## config.mk

```make
export PLATFORM = sky130hd
export DESIGN_NAME = decode_stage_pipelined
export DESIGN_NICKNAME = d
export VERILOG_FILES = /design/src/rtl/decode_stage_pipelined.sv
export SDC_FILE = /design/constraint.sdc
export NUM_CORES = 2
export LEC_CHECK = 0
export CORE_ASPECT_RATIO = 0.75
export CORE_MARGIN = 2
export CORE_UTILIZATION = 38
export DETAILED_ROUTE_END_ITERATION = 16
export DONT_BUFFER_PORTS = 1
export GPL_ROUTABILITY_DRIVEN = 0
export SYNTH_ARGS = -nofsm -noshare
export SYNTH_HDL_FRONTEND = slang
export SYNTH_SLANG_ARGS = --single-unit
```

## constraint.sdc

```tcl
create_clock -name clk -period 3.05 [get_ports clk]
set_input_delay 0.915 -clock clk [delete_from_list [all_inputs] [get_ports clk]]
set_output_delay 0.915 -clock clk [all_outputs]
set_load 0.05 [all_outputs]
```

## src/rtl/decode_stage_pipelined.sv

```systemverilog
// Decode stage: main decoder, register file with write-first bypass, immediate generation,
// multi-cycle load-use stall and the registered ID/EX pipeline register.
module decode_stage_pipelined #(
  parameter int unsigned XLEN       = 32,
  parameter int unsigned NREGS      = 32,
  parameter int unsigned LOAD_STALL = 1
) (
  input  logic            clk,
  input  logic            rst_n,
  input  logic            id_valid_i,
  input  logic [XLEN-1:0] id_pc_i,
  input  logic [31:0]     id_instr_i,
  input  logic            wb_we_i,
  input  logic [4:0]      wb_rd_i,
  input  logic [XLEN-1:0] wb_data_i,
  input  logic            flush_i,
  output logic            pc_en_o,
  output logic            ifid_en_o,
  output logic            ex_valid_o,
  output logic [XLEN-1:0] ex_pc_o,
  output logic [XLEN-1:0] ex_rs1_data_o,
  output logic [XLEN-1:0] ex_rs2_data_o,
  output logic [XLEN-1:0] ex_imm_o,
  output logic [4:0]      ex_rd_o,
  output logic [4:0]      ex_rs1_o,
  output logic [4:0]      ex_rs2_o,
  output logic [3:0]      ex_alu_ctl_o,
  output logic [8:0]      ex_ctrl_o
);

  localparam int unsigned RW = (NREGS > 1) ? $clog2(NREGS) : 1;

  localparam logic [6:0] OpR      = 7'b0110011;
  localparam logic [6:0] OpIAlu   = 7'b0010011;
  localparam logic [6:0] OpLoad   = 7'b0000011;
  localparam logic [6:0] OpStore  = 7'b0100011;
  localparam logic [6:0] OpBranch = 7'b1100011;
  localparam logic [6:0] OpJal    = 7'b1101111;

  // ex_ctrl bit positions: {ALUSrc, MemtoReg, RegWrite, MemRead, MemWrite, Branch, Jump, ALUop}
  localparam int unsigned CtrlMemRead = 5;

  logic [6:0]      opcode;
  logic [RW-1:0]   rs1_idx, rs2_idx, wb_idx, ex_rd_idx;
  logic [8:0]      ctrl_dec;
  logic [XLEN-1:0] imm_dec;
  logic [XLEN-1:0] rs1_rd, rs2_rd;
  logic            hazard, stall;

  logic [XLEN-1:0] regs_q [NREGS];
  logic [1:0]      cnt_q, cnt_d;

  logic            ex_valid_q, ex_valid_d;
  logic [XLEN-1:0] ex_pc_q, ex_pc_d;
  logic [XLEN-1:0] ex_rs1_data_q, ex_rs1_data_d;
  logic [XLEN-1:0] ex_rs2_data_q, ex_rs2_data_d;
  logic [XLEN-1:0] ex_imm_q, ex_imm_d;
  logic [4:0]      ex_rd_q, ex_rd_d;
  logic [4:0]      ex_rs1_q, ex_rs1_d;
  logic [4:0]      ex_rs2_q, ex_rs2_d;
  logic [3:0]      ex_alu_ctl_q, ex_alu_ctl_d;
  logic [8:0]      ex_ctrl_q, ex_ctrl_d;

  assign opcode    = id_instr_i[6:0];
  assign rs1_idx   = id_instr_i[15 +: RW];
  assign rs2_idx   = id_instr_i[20 +: RW];
  assign wb_idx    = wb_rd_i[RW-1:0];
  assign ex_rd_idx = ex_rd_q[RW-1:0];

  always_comb begin
    ctrl_dec = 9'b0;
    unique case (opcode)
      OpR:      ctrl_dec = 9'b001000010;
      OpIAlu:   ctrl_dec = 9'b101000010;
      OpLoad:   ctrl_dec = 9'b111100000;
      OpStore:  ctrl_dec = 9'b100010000;
      OpBranch: ctrl_dec = 9'b000001001;
      OpJal:    ctrl_dec = 9'b001000100;
      default:  ctrl_dec = 9'b0;
    endcase
  end

  always_comb begin
    imm_dec = '0;
    unique case (opcode)
      OpIAlu, OpLoad: imm_dec = {{(XLEN-12){id_instr_i[31]}}, id_instr_i[31:20]};
      OpStore:        imm_dec = {{(XLEN-12){id_instr_i[31]}}, id_instr_i[31:25],
                                 id_instr_i[11:7]};
      OpBranch:       imm_dec = {{(XLEN-13){id_instr_i[31]}}, id_instr_i[31], id_instr_i[7],
                                 id_instr_i[30:25], id_instr_i[11:8], 1'b0};
      OpJal:          imm_dec = {{(XLEN-21){id_instr_i[31]}}, id_instr_i[31],
                                 id_instr_i[19:12], id_instr_i[20], id_instr_i[30:21], 1'b0};
      default:        imm_dec = '0;
    endcase
  end

  // Write-first: a same-cycle writeback to the source register wins over the array.
  always_comb begin
    if (rs1_idx == '0) begin
      rs1_rd = '0;
    end else if (wb_we_i && (wb_idx == rs1_idx)) begin
      rs1_rd = wb_data_i;
    end else begin
      rs1_rd = regs_q[rs1_idx];
    end
    if (rs2_idx == '0) begin
      rs2_rd = '0;
    end else if (wb_we_i && (wb_idx == rs2_idx)) begin
      rs2_rd = wb_data_i;
    end else begin
      rs2_rd = regs_q[rs2_idx];
    end
  end

  always_ff @(posedge clk or negedge rst_n) begin
    if (!rst_n) begin
      for (int i = 0; i < NREGS; i++) begin
        regs_q[i] <= '0;
      end
    end else if (wb_we_i && (wb_idx != '0)) begin
      regs_q[wb_idx] <= wb_data_i;
    end
  end

  assign hazard = id_valid_i & ex_valid_q & ex_ctrl_q[CtrlMemRead] & (ex_rd_idx != '0) &
                  ((ex_rd_idx == rs1_idx) | (ex_rd_idx == rs2_idx));
  assign stall  = hazard | (cnt_q != 2'd0);

  assign pc_en_o   = ~stall | flush_i;
  assign ifid_en_o = ~stall | flush_i;

  always_comb begin
    cnt_d = cnt_q;
    if (flush_i) begin
      cnt_d = 2'd0;
    end else if (cnt_q != 2'd0) begin
      cnt_d = cnt_q - 2'd1;
    end else if (hazard) begin
      cnt_d = 2'(LOAD_STALL - 1);
    end
  end

  // Flush and stall both insert a bubble; only a normal cycle captures the decoded fields.
  always_comb begin
    ex_valid_d    = ex_valid_q;
    ex_pc_d       = ex_pc_q;
    ex_rs1_data_d = ex_rs1_data_q;
    ex_rs2_data_d = ex_rs2_data_q;
    ex_imm_d      = ex_imm_q;
    ex_rd_d       = ex_rd_q;
    ex_rs1_d      = ex_rs1_q;
    ex_rs2_d      = ex_rs2_q;
    ex_alu_ctl_d  = ex_alu_ctl_q;
    ex_ctrl_d     = ex_ctrl_q;
    if (flush_i || stall) begin
      ex_valid_d = 1'b0;
      ex_ctrl_d  = 9'b0;
    end else begin
      ex_valid_d    = id_valid_i;
      ex_pc_d       = id_pc_i;
      ex_rs1_data_d = rs1_rd;
      ex_rs2_data_d = rs2_rd;
      ex_imm_d      = imm_dec;
      ex_rd_d       = id_instr_i[11:7];
      ex_rs1_d      = id_instr_i[19:15];
      ex_rs2_d      = id_instr_i[24:20];
      ex_alu_ctl_d  = {id_instr_i[30], id_instr_i[14:12]};
      ex_ctrl_d     = id_valid_i ? ctrl_dec : 9'b0;
    end
  end

  always_ff @(posedge clk or negedge rst_n) begin
    if (!rst_n) begin
      cnt_q         <= 2'd0;
      ex_valid_q    <= 1'b0;
      ex_pc_q       <= '0;
      ex_rs1_data_q <= '0;
      ex_rs2_data_q <= '0;
      ex_imm_q      <= '0;
      ex_rd_q       <= 5'd0;
      ex_rs1_q      <= 5'd0;
      ex_rs2_q      <= 5'd0;
      ex_alu_ctl_q  <= 4'd0;
      ex_ctrl_q     <= 9'd0;
    end else begin
      cnt_q         <= cnt_d;
      ex_valid_q    <= ex_valid_d;
      ex_pc_q       <= ex_pc_d;
      ex_rs1_data_q <= ex_rs1_data_d;
      ex_rs2_data_q <= ex_rs2_data_d;
      ex_imm_q      <= ex_imm_d;
      ex_rd_q       <= ex_rd_d;
      ex_rs1_q      <= ex_rs1_d;
      ex_rs2_q      <= ex_rs2_d;
      ex_alu_ctl_q  <= ex_alu_ctl_d;
      ex_ctrl_q     <= ex_ctrl_d;
    end
  end

  assign ex_valid_o    = ex_valid_q;
  assign ex_pc_o       = ex_pc_q;
  assign ex_rs1_data_o = ex_rs1_data_q;
  assign ex_rs2_data_o = ex_rs2_data_q;
  assign ex_imm_o      = ex_imm_q;
  assign ex_rd_o       = ex_rd_q;
  assign ex_rs1_o      = ex_rs1_q;
  assign ex_rs2_o      = ex_rs2_q;
  assign ex_alu_ctl_o  = ex_alu_ctl_q;
  assign ex_ctrl_o     = ex_ctrl_q;

endmodule
```

==> results list <==
- Count of input and output buffers: 0
* End of the critical path: ifid_en_o
- The slowest stage of the critical path is the sky130_fd_sc_hd__xor2_2 cell.
* Yosys warns: 0
- During I/O placement, the number of pins put on the boundary was approximately 270.
- In this run the cell area of the synthesized design comes to 59560 sq um.
* Total half-perimeter wirelength after legalization and detailed placement: 115500 um
- Fraction of power consumed by the clock network: 34.6%
* Standard-cell row count: 125
* Deepest level of the CTS H-tree: 3
- Yosys mapped the design onto 59 distinct sky130hd cell types.
* Initial standard-cell utilization of the core: 38.35%
- Ratio of total power to cell area: 650.7 nW/um^2
* Max incr delay on CP: 0.39 ns
- Internal Power: 0.03065 W
- A synthesized cell averages ~12 sq um.
- In this run the number of cells on the critical path is 5.
* Post-layout worst setup margin: -0.4490 ns
- The post-route netlist has 27.77% of its cells at a drive strength greater than 1.
- After clock tree synthesis, the clock-pin slew on the worst setup and hold paths is roughly 0.070 ns.
* Number of antenna-violating nets in the routed design: 0
- Based on the critical path, the design can be clocked at up to 0.2858 GHz.
- Setup repair after global routing could not meet its margin everywhere.
- Worst path buffer plus inverter count: 0
- Commonest cells in the netlist: sky130_fd_sc_hd__dfrtp_1 (1170), sky130_fd_sc_hd__nand2_1 (1008), sky130_fd_sc_hd__mux2_2 (542), sky130_fd_sc_hd__o21ai_0 (467), sky130_fd_sc_hd__mux4_2 (385)
- In this run the clock root is driven by a sky130_fd_sc_hd__clkbuf_16.
- Routed wire length: between 200000 and 250000 um
- Family of cells with the greatest summed delay on the critical path: simple AND/OR/NAND/NOR gates
* Maximum count of clock buffers along a single path: 3
* Final Instance Count excl. Fillers: 6922
- Ranked by total cell area, the synthesized netlist is headed by sky130_fd_sc_hd__dfrtp_1 (49%), sky130_fd_sc_hd__mux4_2 (15%), sky130_fd_sc_hd__mux2_2 (10%).
- Area of the die: 160000 sq um
- The number of antenna violations at the first check in global routing is 1.
- The worst register-to-register path ends at ex_imm_o[11]$_DFFE_PN0N_.
- The number of endpoints with negative hold slack in the final report was 0.
- At the worst endpoint, the required time is 2.13 ns.
* Relative area change from synthesis to final layout: 10.78%
* First-pass GRT wire length: 296500 um
* Reg2Reg Launch Point: ex_rd_o[0]$_DFFE_PN0N_
- Startpoint of the worst setup timing path: id_instr_i[20]
* Post-route cell area: roughly 66000 sq um
- Of all flip-flops after synthesis, the portion carrying an async set or reset was 100.0%.
* Number of nets in the synthesized netlist: 5076
- Flop-to-flop setup slack: around 0.66 ns
- The run finished, with violations left.
- The placed instances occupy a cell area of around 62000 sq um.
- Number of violations of the max-capacitance limit: 0
- Synthesized instance count: 4970
* Die height: 346.9 um
- Measured on the finished design, the core utilization comes to 42.49%.
- Counting flops with a built-in enable in the synthesized netlist gives 0.
- CTS tree: yes
- Top fanout value on the critical path: 325
- Counting the buffers created by CTS gives 113.
- In the post-synthesis netlist, the cell with the most instances is sky130_fd_sc_hd__dfrtp_1.
* Critical path start-end classification: in -> out
- The pre-antenna-repair detailed-routing pass consisted of 5 iterations.
- In the routed layout, each cell is associated on average with a via count of 6.081.
* Maximum number of pins on one net before global-route repair: 326
* Portion of the post-synthesis area used by sequential elements: between 40 and 50%
- Area of the core: 155300 sq um
- Cells along the critical path: xor2_2, nor3_2, a22oi_2, or2_4, a21o_4
- Post-synthesis cell type with the largest combined area: sky130_fd_sc_hd__dfrtp_1
- The worst setup path is captured at an output port.
- In this run, synthesis produced a sequential element count of 1170.
- The min-delay analysis places its worst path in the category in -> async.
* Die width: 461.2 um
- The most used flip-flop cell after synthesis is sky130_fd_sc_hd__dfrtp_1.
- Detailed routing inserted a total of 42090 vias.
- Switching part of the total: roughly 29%
- Reg power frac: 49.0%
- The share of synthesized area in the top cell type comes to 49.15%.
- The detailed router finished its first iteration with about 4600 violations.
* Final worst path period need: 3.499 ns
- Setup violations remaining at the end of the flow were counted as 27.
* Count of nets after finishing: 4838
- The number of max-slew violations in the final report came to 0.
- Cell count after placement: 6705
- CTS saw 1170 sinks.
- Skew-Pair Late Insertion Delay: 0.75 ns
* Overall overflow remaining after global route: 0
- After detailed routing, the average wire length per cell comes to 29.31 um.
* Total global-route track usage: 25.16%
* Number of global-route vias before repair: 42010
* Part of the total power dissipated in combinational logic: 16.4%
- For the pin with the worst max-slew slack, the measured transition is 1.456 ns.
- R2R depth: 7
* Violations in the final reports: setup timing
- Of the available clock period, the critical path in the final layout requires 114.7%.
- STA classifies the critical path startpoint as an input pin.
- Worst slew margin: approximately 2.9%
- Maximum vdd ir drop: 0.0004800 V
- Clock Skews: 0.04395 ns
* Critical path data arrival time: approximately 2.6 ns
* Leakage Power: 28.85 nW
- After detailed routing, the number of remaining DRC violations is 0.
- Net switching power: 0.01228 W
how the worst min path moves through the flow:
stage	from	endpoint	slack, ns	depth (start not counted)
6_report	rst_n	regs_q[59]$_DFFE_PN0P_	0.16	1
5_1_grt	rst_n	regs_q[59]$_DFFE_PN0P_	0.18	1
4_1_cts	id_instr_i[4]	ex_ctrl_o[7]$_DFF_PN0_	0.17	1
3_5_place_dp	regs_q[1002]$_DFFE_PN0P_	regs_q[1002]$_DFFE_PN0P_	0.38	0
3_3_place_gp	regs_q[1002]$_DFFE_PN0P_	regs_q[1002]$_DFFE_PN0P_	0.38	0
2_1_floorplan	regs_q[1001]$_DFFE_PN0P_	regs_q[1001]$_DFFE_PN0P_	0.44	1
power by group through the flow:
stage          clock network (W)  logic [W]  registers [W]
4_1_cts                   0.0151    0.00701         0.0210
5_1_grt                   0.0158    0.00770         0.0214
3_3_place_gp                   0    0.00677         0.0211
6_report                  0.0149    0.00703         0.0210
3_5_place_dp                   0    0.00697         0.0212
2_1_floorplan                  0    0.00581         0.0205
layer usage:
layer | GRT usage (%) | vias up | part of all wire, %
li1 | - | 17660 | -
met1 | 34.91 | 22120 | 42
met2 | 39.21 | 1959 | 46
met3 | 6.056 | 356 | 9.1
met4 | 7.300 | 0 | 2.9
met5 | 0 | - | 0
flip-flops by register name, indices dropped and copies added (netlist names):
name	cells
ex_rd_o	5
ex_alu_ctl_o	4
ex_ctrl_o	7
ex_rs2_o	5
ex_pc_o	32
ex_valid_o	1
regs_q	1024
ex_rs2_data_o	32
ex_imm_o	21
cnt_q	2
ex_rs1_o	5
ex_rs1_data_o	32
stage by stage:
stage | TNS (ns) | total power (W) | worst slack [ns] | hold WS (ns)
after global placement | -717.85 | 0.02782 | -2.072 | 0.3771
after floorplan | -0.04898 | 0.02632 | -0.04898 | 0.4413
after detailed placement | -738.31 | 0.02821 | -2.125 | 0.3823
final | -3.656 | 0.04294 | -0.4490 | 0.1566
after global routing | -0.8000 | 0.04484 | -0.4001 | 0.1762
after CTS | -0.5792 | 0.04306 | -0.2897 | 0.1716
layout make-up:
cell class              count  area (sq um)
well taps                2095          2621
repair buffers            156          2044
diodes                      1         2.502
clock buffers             164          3391
clock inverters            45         523.0
flip-flops and latches   1170         29280
multi-input cells        3254         27980
fillers                 14290         89320
inverters                  37         140.1
cells by family after synthesis:
logic type / share of synthesized area, %
simple gates: 7.552
compound gates: 9.619
buf+inv: 4.308
flops: 49.15
mux: 29.07
xor+xnor: 0.2941
cells in the final DEF (no fill, tap or decap), types with 4 or more instances in the layout:
cell,netlist,layout
sky130_fd_sc_hd__dfrtp_1,1170,1169
sky130_fd_sc_hd__o22ai_1,63,63
sky130_fd_sc_hd__buf_12,0,52
sky130_fd_sc_hd__o211ai_1,25,25
sky130_fd_sc_hd__a21oi_1,31,31
sky130_fd_sc_hd__nand2_2,1,21
sky130_fd_sc_hd__clkbuf_1,281,15
sky130_fd_sc_hd__nand3_1,55,54
sky130_fd_sc_hd__bufbuf_16,0,4
sky130_fd_sc_hd__nand3b_1,5,5
sky130_fd_sc_hd__nand2_1,1008,988
sky130_fd_sc_hd__a211oi_1,63,63
sky130_fd_sc_hd__clkbuf_16,0,114
sky130_fd_sc_hd__o221ai_1,94,94
sky130_fd_sc_hd__clkinvlp_4,0,4
sky130_fd_sc_hd__buf_16,0,6
sky130_fd_sc_hd__xor2_1,16,15
sky130_fd_sc_hd__a221oi_1,49,49
sky130_fd_sc_hd__xnor2_1,4,4
sky130_fd_sc_hd__nor2_1,24,7
sky130_fd_sc_hd__mux4_2,385,385
sky130_fd_sc_hd__a22oi_1,38,37
sky130_fd_sc_hd__clkinv_2,0,27
sky130_fd_sc_hd__nor3b_1,5,5
sky130_fd_sc_hd__clkbuf_8,0,35
sky130_fd_sc_hd__a31oi_1,4,4
sky130_fd_sc_hd__a21o_1,43,42
sky130_fd_sc_hd__mux2_2,542,542
sky130_fd_sc_hd__buf_4,52,93
sky130_fd_sc_hd__mux2i_1,254,254
sky130_fd_sc_hd__o21ai_1,13,12
sky130_fd_sc_hd__o21ai_0,467,467
sky130_fd_sc_hd__nor3_1,8,7
sky130_fd_sc_hd__and3_1,5,5
sky130_fd_sc_hd__nor2_4,0,18
sky130_fd_sc_hd__inv_1,36,35
sky130_fd_sc_hd__a22o_1,13,13
sky130_fd_sc_hd__bufinv_16,0,7
timing repair:
item	in CTS	in global routing
buffers inserted	2	0
hold buffers	1	0
pin swaps	1	2
setup endpoints to repair	477	2
endpoints found under the hold margin	15	0
resized for setup	1	3
gates cloned	4	0
No activity file was read; power rests on OpenSTA's default activity.
